==> src/rtl/word_collector.sv <==
// Serial-to-parallel word collector: packs up to N_WORDS stream words into a
// zero-padded frame and holds it until the downstream side acknowledges it.
module word_collector #(
  parameter int WORD_W  = 25,
  parameter int N_WORDS = 16,
  parameter int CNT_W   = $clog2(N_WORDS) + 1
) (
  input  logic                      clk,
  input  logic                      rst_n,
  input  logic [WORD_W-1:0]         in_data,
  input  logic                      in_valid,
  input  logic                      in_last,
  output logic                      in_ready,
  output logic [N_WORDS*WORD_W-1:0] frame_data,
  output logic [CNT_W-1:0]          frame_cnt,
  output logic                      frame_valid,
  input  logic                      frame_ack
);

  localparam int PTR_W = CNT_W - 1;

  localparam logic [0:0] ST_FILL = 1'b0;
  localparam logic [0:0] ST_HOLD = 1'b1;

  logic [0:0]        state;
  logic [PTR_W-1:0]  wr_ptr;
  logic [WORD_W-1:0] slot [N_WORDS];
  logic              xfer;
  logic              frame_done;
  logic              release_frame;

  assign xfer          = (state == ST_FILL) && in_ready && in_valid;
  assign frame_done    = xfer && (in_last || (wr_ptr == PTR_W'(N_WORDS - 1)));
  assign release_frame = (state == ST_HOLD) && frame_ack;

  // in_ready comes up one edge after reset release, so it can sit low in FILL.
  always_ff @(posedge clk or negedge rst_n) begin
    if (!rst_n) begin
      state       <= ST_FILL;
      wr_ptr      <= '0;
      in_ready    <= 1'b0;
      frame_valid <= 1'b0;
      frame_cnt   <= '0;
    end else begin
      case (state)
        ST_FILL: begin
          if (!in_ready) begin
            in_ready <= 1'b1;
          end else if (xfer) begin
            wr_ptr <= wr_ptr + PTR_W'(1);
            if (frame_done) begin
              frame_valid <= 1'b1;
              frame_cnt   <= {1'b0, wr_ptr} + CNT_W'(1);
              in_ready    <= 1'b0;
              state       <= ST_HOLD;
            end
          end
        end
        ST_HOLD: begin
          if (frame_ack) begin
            frame_valid <= 1'b0;
            frame_cnt   <= '0;
            wr_ptr      <= '0;
            in_ready    <= 1'b1;
            state       <= ST_FILL;
          end
        end
        default: state <= ST_FILL;
      endcase
    end
  end

  // Slots clear on release so a short next frame is implicitly zero-padded.
  always_ff @(posedge clk or negedge rst_n) begin
    if (!rst_n) begin
      for (int i = 0; i < N_WORDS; i++) slot[i] <= '0;
    end else if (release_frame) begin
      for (int i = 0; i < N_WORDS; i++) slot[i] <= '0;
    end else if (xfer) begin
      for (int i = 0; i < N_WORDS; i++) begin
        if (wr_ptr == PTR_W'(i)) slot[i] <= in_data;
      end
    end
  end

  always_comb begin
    frame_data = '0;
    for (int i = 0; i < N_WORDS; i++) frame_data[i*WORD_W +: WORD_W] = slot[i];
  end

endmodule

==> config.mk <==
export PLATFORM = sky130hd
export DESIGN_NAME = word_collector
export DESIGN_NICKNAME = d
export VERILOG_FILES = /design/src/rtl/word_collector.sv
export SDC_FILE = /design/constraint.sdc
export NUM_CORES = 1
export LEC_CHECK = 0
export ABC_CLOCK_PERIOD_IN_PS = 1700
export BUFFER_PORTS_ARGS = -buffer_cell sky130_fd_sc_hd__buf_2
export CAP_MARGIN = 10
export CORE_UTILIZATION = 25
export DETAILED_ROUTE_END_ITERATION = 12
export GPL_ROUTABILITY_DRIVEN = 0
export HOLD_SLACK_MARGIN = 0.1
export SLEW_MARGIN = 20
export SYNTH_ARGS = -nofsm -noshare
export SYNTH_HDL_FRONTEND = slang
export SYNTH_SLANG_ARGS = --single-unit
==> constraint.sdc <==
create_clock -name clk -period 1.7 [get_ports clk]
set_clock_uncertainty 0.1 [all_clocks]
set_input_delay 0.255 -clock clk [delete_from_list [all_inputs] [get_ports clk]]
set_output_delay 0.255 -clock clk [all_outputs]
set_load 0.02 [all_outputs]
Yosys cells after proc, flatten, opt, wreduce, memory -nomap -nowiden --
Index checks and enable logic that the tools add are counted.
Operators by class: reduce and logical (&&, ||, !) cells 41, add/sub/neg operators 2, bitwise operators 1, equal/unequal tests 19, mux-type cells 42
Operator list (number):
- 400-bit two-way mux | 2
- 25-bit two-way mux | 16
- 2-bit nonzero test | 17
- 4-bit == test, second input constant | 8
- 2-bit AND reduction | 16
- 5-bit two-way mux | 4
- 4-bit by 3-bit == test with 1-bit output, second input constant | 4
- 1-bit two-way mux | 12
- 4-bit two-way mux | 3
- 5-bit one-hot mux with 2 select lines | 1
- 4-bit by 2-bit == test with 1-bit output, second input constant | 2
- 2-bit != test, second input constant | 4
- 4-bit one-hot mux with 2 select lines | 1
- 1-bit one-hot mux with 2 select lines | 3
- 4-bit by 1-bit adder with 5-bit output, second input constant | 1
- 4-bit by 1-bit adder with 4-bit output, second input constant | 1
- 4-bit by 1-bit == test with 1-bit output, second input constant | 1
- 1-bit logical AND | 4
- 4-bit logical NOT | 1
- 4-bit AND reduction | 1
- 3-bit AND reduction | 1
- 1-bit logical OR | 1
- 1-bit inverter | 1
Storage, ports and cells: bits in registers 412, input port bits 30, output and inout bits 407

Longest topological paths before layout --
Gate-level depths: netlist of the first run.
word-level depth 8, mapped depth 7, gate-level depth less buffers 5

Worst setup path before layout of the first run --
Ideal clock, no wire load.
path type reg-to-reg, from register state, to register slot, in the netlist frame_data[25], path slack -0.028 ns, period minus slack after synthesis 1.728 ns, required time 1.464 ns, stages on the path, launching flop included 7, path buffers 3, arrival 1.492 ns, path through dfrtp_1 -> buf_2 -> or4b_4 -> buf_6 -> buf_6 -> o21ai_1 -> a21oi_1
On the way: longest elaborated chain between the ends 5, elaborated cells between the ends (all ways) 8, classes of those cells mux: 1; bitwise: 1; reduce/logical: 6
RTL lines:
- start: declaration | RTL line 25 | logic [0:0] state;
- start signal: assignment | RTL line 39 | state <= ST_FILL;
- start signal: assignment | RTL line 55 | state <= ST_HOLD;
- start signal: assignment | RTL line 65 | state <= ST_FILL;
- 1-bit inverter
- 1-bit logical AND (2 in a row) | RTL line 32 | assign xfer = (state == ST_FILL) && in_ready && in_valid;
- 2-bit nonzero test (no line)
- 2-bit AND reduction (no line)
- end signal: indexed assignment | RTL line 81 | if (wr_ptr == PTR_W'(i)) slot[i] <= in_data;
- end: declaration | RTL line 27 | logic [WORD_W-1:0] slot [N_WORDS];
Parallel ways exist; a longest one is shown, timed or not. A chain may end at the register's enable or synchronous reset.

Final worst setup path of the first run --
from register state, to register slot, in the netlist frame_data[19]
Same word-level chain as after synthesis.

==> impl_metrics.yaml, run 1 <==
grt:
  grtUsageTotal: 0.2142
  gr-total-overflow: 0
  antenna_found_initial: 2
  grt_pass1_vias: 17490
  grt_pass1_wl_um: 118300
  grt_max_degree: 76
clocking:
  cts_sinks: 412
  cts.htree.levels: 2
  numCtsBuffers: 48
  cts_tree: "done"
  cts_max_path_buffers: 3
  insertion_delay_ns: 0.58
  clk_pin_slew_worst_paths_ns: 0.06
  root_buffer: "clkbuf_16"
hold_path:
  hold_class: "input pin to register"
timing:
  finalCriticalPeriod_ns: 1.777
  fin_tns_setup_ns: -1.777
  setup_ws_ns: -0.07653
  slew_viol_final: 0
  period_share: 1.045
  holdWs_ns: 0.2439
  fmax_mhz: 562.9
  max_slew.worst_pin.slew_ns: 0.4824
  maxSlewHeadroom: 0.6784
  setup_viol: 96
  finalHoldViolCount: 0
  rsz0062_at_grt: "yes"
logic_synthesis:
  yosysUniqueCellTypes: 39
  ys_warn_count: 0
  synthFlopType: "dfrtp_1"
  synth_edf_count: 0
  synthCells: 1946
  seq_area_frac_synth: 0.5729
  postSynth.asyncResetShare: 1.000
  postSynthAreaPerCell_um2: 9.248
  syn_area_um2: 18000
  synth_seq_cells: 412
  synth_fp_nets: 1980
place:
  dpl_worst_slack_ns: -0.03286
  postPlaceCellArea_um2: 22920
  numPortBuffers: 436
  dp_hpwl_um: 52060
power:
  power_w: 0.03746
  pwr-share-clk: 0.275
  leakage_nw: 12.26
  power.share.combinational: 0.389
  vdd_drop_max_uv: 802.0
  p_sw_w: 0.01472
  p_per_area_nw_per_um2: 1374
  power_frac_seq: 0.336
  p_sw_frac: 0.3930
  p_int_w: 0.02274
worst_setup_path:
  worstPathRequired_ns: 2.10
  slowest_stage: "dfrtp_2"
  cpPeakStageDelay_ns: 0.44
  start_kind: "register"
  path_delay_family: "buffers and inverters"
  crit_chain: "buf_6 > nor4b_4 > buf_6 > buf_12 > buf_12 > nand3_2 > a21oi_2"
  crit_fanout: 8
  endpoint_kind: "register"
  critical_path_buf_inv_count: 4
  crit_type: "register to register"
  critical_path_arrival_ns: 2.18
finish:
  multiInputGateArea_um2: 7899
  finish.net_count: 2486
  n_antenna_cell: 0
  drive_gt1_frac: 0.4144
  nFillCells: 7056
  register_area_um2: 10310
  syn_to_final_growth_pct: 51.52
  final_cell_area_um2: 27270
outcome:
  status: "finished, violations left"
  violations: "negative setup slack"
die:
  die_w_um: 270.3
  die_y_um: 270.3
  row_count: 98
  die_area_um2: 73060
  core_um2: 71360
  io_pins: 437
  start_util: 0.2522
route:
  ant_nets: 0
  first_pass_iters: 6
  via_per_inst: 5.380
  drc: 0
  drtIter0Drc: 2106
  routed_wirelength_um: 88100
  wire_per_inst_um: 25.66
  via_count: 18470
flow_run:
  maxCapViolCount: 0
worst register-to-register path: stages, from the launching register on:
cell and delay [ns]:
dfrtp_2 0.44, buf_6 0.13, nor4b_4 0.28, buf_6 0.17
buf_12 0.16, buf_12 0.17, nand3_2 0.10, a21oi_2 0.16
final cells by class:
type | instances | share of cell area
inverters | 6 | 0.0008260
repair buffers | 720 | 0.2315
multi-input cells | 1264 | 0.2897
flip-flops and latches | 412 | 0.3782
clock inverters | 18 | 0.006745
well taps | 950 | 0.04359
clock buffers | 63 | 0.04942
sequential cells by signal, indices dropped and copies added (netlist names):
name,flops
frame_cnt,5
state,1
frame_valid,1
frame_data,400
wr_ptr,4
in_ready,1
kinds of logic after synthesis:
kind of cell / count (synthesis) / synth area share
compound gates: 764 / 0.2147
xor+xnor: 2 / 0.0009735
simple gates: 489 / 0.1380
fa+ha+maj: 4 / 0.002781
buf+inv: 270 / 0.06779
flops: 412 / 0.5729
mux: 5 / 0.002851
Yosys cell counts (2+ instances only):
cell | number | area share
o31ai_1 | 2 | 0.00083
and4bb_2 | 2 | 0.0014
mux2i_1 | 4 | 0.0022
nand3_1 | 401 | 0.11
and2_1 | 4 | 0.0014
nor3_2 | 2 | 0.0011
o21ai_0 | 231 | 0.064
o21ai_1 | 170 | 0.047
o2111ai_1 | 6 | 0.0029
buf_4 | 21 | 0.0088
buf_2 | 66 | 0.018
a21oi_1 | 351 | 0.098
ha_1 | 4 | 0.0028
o211ai_1 | 2 | 0.00083
nand2_1 | 64 | 0.013
buf_1 | 17 | 0.0035
nand4b_1 | 2 | 0.00097
buf_6 | 6 | 0.0038
clkbuf_1 | 154 | 0.032
dfrtp_1 | 412 | 0.57
inv_1 | 5 | 0.0010
nand4bb_1 | 2 | 0.0013
and4b_1 | 2 | 0.0011
cells in the final DEF, fill, tap and decap left out, drive strengths merged, types with 2 or more instances in the layout:
master,synthesis,layout
buf,110,661
dfrtp,412,412
nand3,401,401
o21ai,401,401
a21oi,351,351
clkbuf,154,92
nand2,64,64
dlygate4sd3,0,30
clkinv,0,12
inv,6,9
o2111ai,6,6
mux2i,4,4
and2,4,4
ha,4,4
and4bb,3,3
nand4b,3,3
and4b,2,2
nor3,2,2
nand4bb,2,2
o31ai,2,2
o211ai,2,2
bufinv,0,2
nor2,2,2
layer usage:
| layer | vias to the layer above | global-route usage | share of wire |
|---|---|---|---|
| met5 | - | 0 | 0 |
| met1 | 9302 | 0.2863 | 0.40 |
| met4 | 0 | 0.07924 | 0.044 |
| met2 | 1014 | 0.3339 | 0.45 |
| met3 | 201 | 0.05281 | 0.10 |
| li1 | 7951 | - | - |
repair_timing:
| item | in CTS | in global routing |
|---|---|---|
| endpoints found under the hold margin | 732 | 0 |
| pin swaps | 0 | 114 |
| setup buffers | 0 | 21 |
| gates resized for setup | 10 | 365 |
| setup endpoints to repair | 31 | 366 |
| cloned | 0 | 33 |
| hold buffers | 30 | 0 |
power groups by stage:
stage / clock network, W / logic [W] / registers, W
2_1_floorplan: 0 / 0.00424 / 0.0144
3_3_place_gp: 0 / 0.0116 / 0.0126
3_5_place_dp: 0 / 0.0117 / 0.0126
4_1_cts: 0.0104 / 0.0118 / 0.0125
5_1_grt: 0.0108 / 0.0153 / 0.0127
6_report: 0.0103 / 0.0146 / 0.0126
worst paths after layout:
path	end	startpoint	cells after the start	slack, ns
worst max-delay path	frame_data[19]	state	7	-0.08
worst min-delay path	wr_ptr[2]	in_valid	4	0.24
worst max register to register	frame_data[19]	state	7	-0.08
worst min register to register	frame_valid	frame_valid	2	0.38
max in group asynchronous	frame_data[316]	rst_n	5	0.12
min in group asynchronous	frame_data[3]	rst_n	3	0.62
per-stage QoR:
step | cells | utilization
global route | 3433 | 0.3821
detailed placement | 3269 | 0.3212
global placement | 3269 | 0.3212
CTS | 3380 | 0.3475
floorplan | 1946 | -
finish | 3433 | 0.3821
Power figures use the tool's default switching activity.
==> run 2: changes to the inputs <==
--- a/config.mk
+++ b/config.mk
@@ -12,6 +12,8 @@
 export DETAILED_ROUTE_END_ITERATION = 12
 export GPL_ROUTABILITY_DRIVEN = 0
 export HOLD_SLACK_MARGIN = 0.1
+export PLACE_DENSITY_LB_ADDON = 0.12
+export SETUP_SLACK_MARGIN = 0.5
 export SLEW_MARGIN = 20
 export SYNTH_ARGS = -nofsm -noshare
 export SYNTH_HDL_FRONTEND = slang
==> run 2 against run 1 <==
  * The flow still finishes with violations (negative setup slack)
  * Die area is the same
  * Sequential power about the same
  * Global-route usage grew 2.6 points
  * Worst hold slack got worse by 0.14 ns
  * Register-to-register slack hardly changed
  * Critical endpoint is now frame_data[58]
  * Final cell count is 0.17% higher
  * Largest power group unchanged
  * Clock power rose by 4%
==> impl_metrics.yaml, run 2 (synthesized netlist as in run 1, its figures left out) <==
route:
  first_pass_iters: 6
  via_per_inst: 5.315
  drc: 0
  drtIter0Drc: 1653
  wire_per_inst_um: 27.35
  routed_wirelength_um: 94050
  ant_nets: 0
  via_count: 18280
worst_setup_path:
  worstPathRequired_ns: 2.08
  crit_fanout: 21
  crit_type: "register to register"
  timing.rr.start: "wr_ptr[3]"
  critical_path_arrival_ns: 2.14
  crit_chain: "or4b_4 > clkbuf_16 > o21ai_1 > a21oi_1"
  path_delay_family: "simple AND/OR/NAND/NOR gates"
  cpPeakStageDelay_ns: 0.63
  endpoint_kind: "register"
  reg2regPathDepth: 4
  critical_path_buf_inv_count: 1
  cp.depth: 4
  crit_start: "wr_ptr[3]"
  slowest_stage: "or4b_4"
  start_kind: "register"
clocking:
  cts_max_path_buffers: 3
  cts_tree: "done"
  insertion_delay_ns: 0.58
  numCtsBuffers: 49
  clk_pin_slew_worst_paths_ns: 0.06
  cts_sinks: 412
  root_buffer: "clkbuf_16"
  cts.htree.levels: 2
timing:
  finalHoldViolCount: 0
  holdWs_ns: 0.1061
  finalCriticalPeriod_ns: 1.767
  setup_ws_ns: -0.06707
  slew_viol_final: 0
  period_share: 1.039
  setup_viol: 158
  max_slew.worst_pin.slew_ns: 0.5830
  maxSlewHeadroom: 0.6114
  rsz0062_at_grt: "yes"
  fmax_mhz: 565.9
  fin_tns_setup_ns: -3.402
die:
  start_util: 0.2522
  die_y_um: 270.3
  die_w_um: 270.3
  die_area_um2: 73060
  row_count: 98
  io_pins: 437
  core_um2: 71360
grt:
  grt_pass1_wl_um: 130600
  grtUsageTotal: 0.2405
  grt_pass1_vias: 17700
  antenna_found_initial: 3
  grt_max_degree: 62
  gr-total-overflow: 0
finish:
  drive_gt1_frac: 0.3752
  nFillCells: 7155
  finish.net_count: 2481
  final_common_cell: "buf_2"
  syn_to_final_growth_pct: 49.66
  mostFrequentLayoutCells: "buf_2 (434), dfrtp_1 (408), nand3_1 (361)"
  largest_reg_flops: 400
  post-route-util: 0.3774
  finalNonFillerCells: 3439
place:
  dpl_worst_slack_ns: -0.06853
  dp_cells: 3243
  dp_hpwl_um: 55150
  numPortBuffers: 436
flow_run:
  maxCapViolCount: 0
power:
  leakage_nw: 12.30
  vdd_drop_max_uv: 809.5
  p_per_area_nw_per_um2: 1392
outcome:
  status: "finished, violations left"
  violations: "negative setup slack"
hold_path:
  hold_class: "input pin to async pin"
## run 2: cell types whose count changed in the layout (fill, tap and decap cells not counted), moves of 12 or more
cell | previous run | this run
a21oi_1 | 228 | 279
a21oi_2 | 123 | 72
buf_16 | 4 | 19
buf_4 | 97 | 82
clkbuf_1 | 6 | 20
nand3_1 | 323 | 361
nand3_2 | 39 | 25
nand3_4 | 39 | 15
o21ai_0 | 187 | 175
## run 2: what timing repair did
item	in CTS	in global routing
gates resized for setup	66	180
hold endpoints to repair	781	0
pin swaps	25	31
setup endpoints to repair	819	819
buffers inserted	24	8
cloned	14	28
hold buffers	29	0
## run 2: layer usage
metal / vias up / wire length [µm] / part of all wire / GRT usage
met1: 9357 / 39570 / 0.42 / 0.3205
li1: 7955 / - / - / -
met2: 818 / 44140 / 0.47 / 0.3854
met5: - / 0 / 0 / 0
met3: 150 / 7501 / 0.080 / 0.05805
met4: 0 / 2837 / 0.030 / 0.07077
## run 2: report_power, final
part	total, W	internal, W	leakage (nW)	switching, W
Clock	0.0107	0.00625	0.788	0.00446
Combinational	0.0141	0.00525	5.85	0.00888
Sequential	0.0126	0.0114	5.66	0.00119
## run 2: worst paths after layout
check	to	slack [ns]
setup / recovery	frame_data[58]	-0.07
hold / removal	frame_data[63]	0.11
setup reg to reg	frame_data[58]	-0.07
hold reg to reg	frame_valid	0.38
max in group asynchronous	in_ready	0.62
min in group clk	frame_cnt[2]	0.31
## run 2: through the flow
step / instance area (µm²) / power, W
6_report: 26930 / 0.03748
5_1_grt: 26930 / 0.03905
4_1_cts: 25580 / 0.03656
3_5_place_dp: 22840 / 0.02459
3_3_place_gp: 22840 / 0.02449
2_1_floorplan: 18450 / 0.01894
## run 2: area by class of cell
type | instances | area, µm² | area share
Timing Repair Buffer | 712 | 6441 | 0.2392
Antenna cell | 2 | 5.005 | 0.0001858
Multi-Input combinational cell | 1266 | 7357 | 0.2732
Clock inverter | 13 | 166.4 | 0.006179
Inverter | 6 | 22.52 | 0.0008362
Tap cell | 950 | 1189 | 0.04413
Sequential cell | 412 | 10310 | 0.3830
Clock buffer | 78 | 1436 | 0.05333
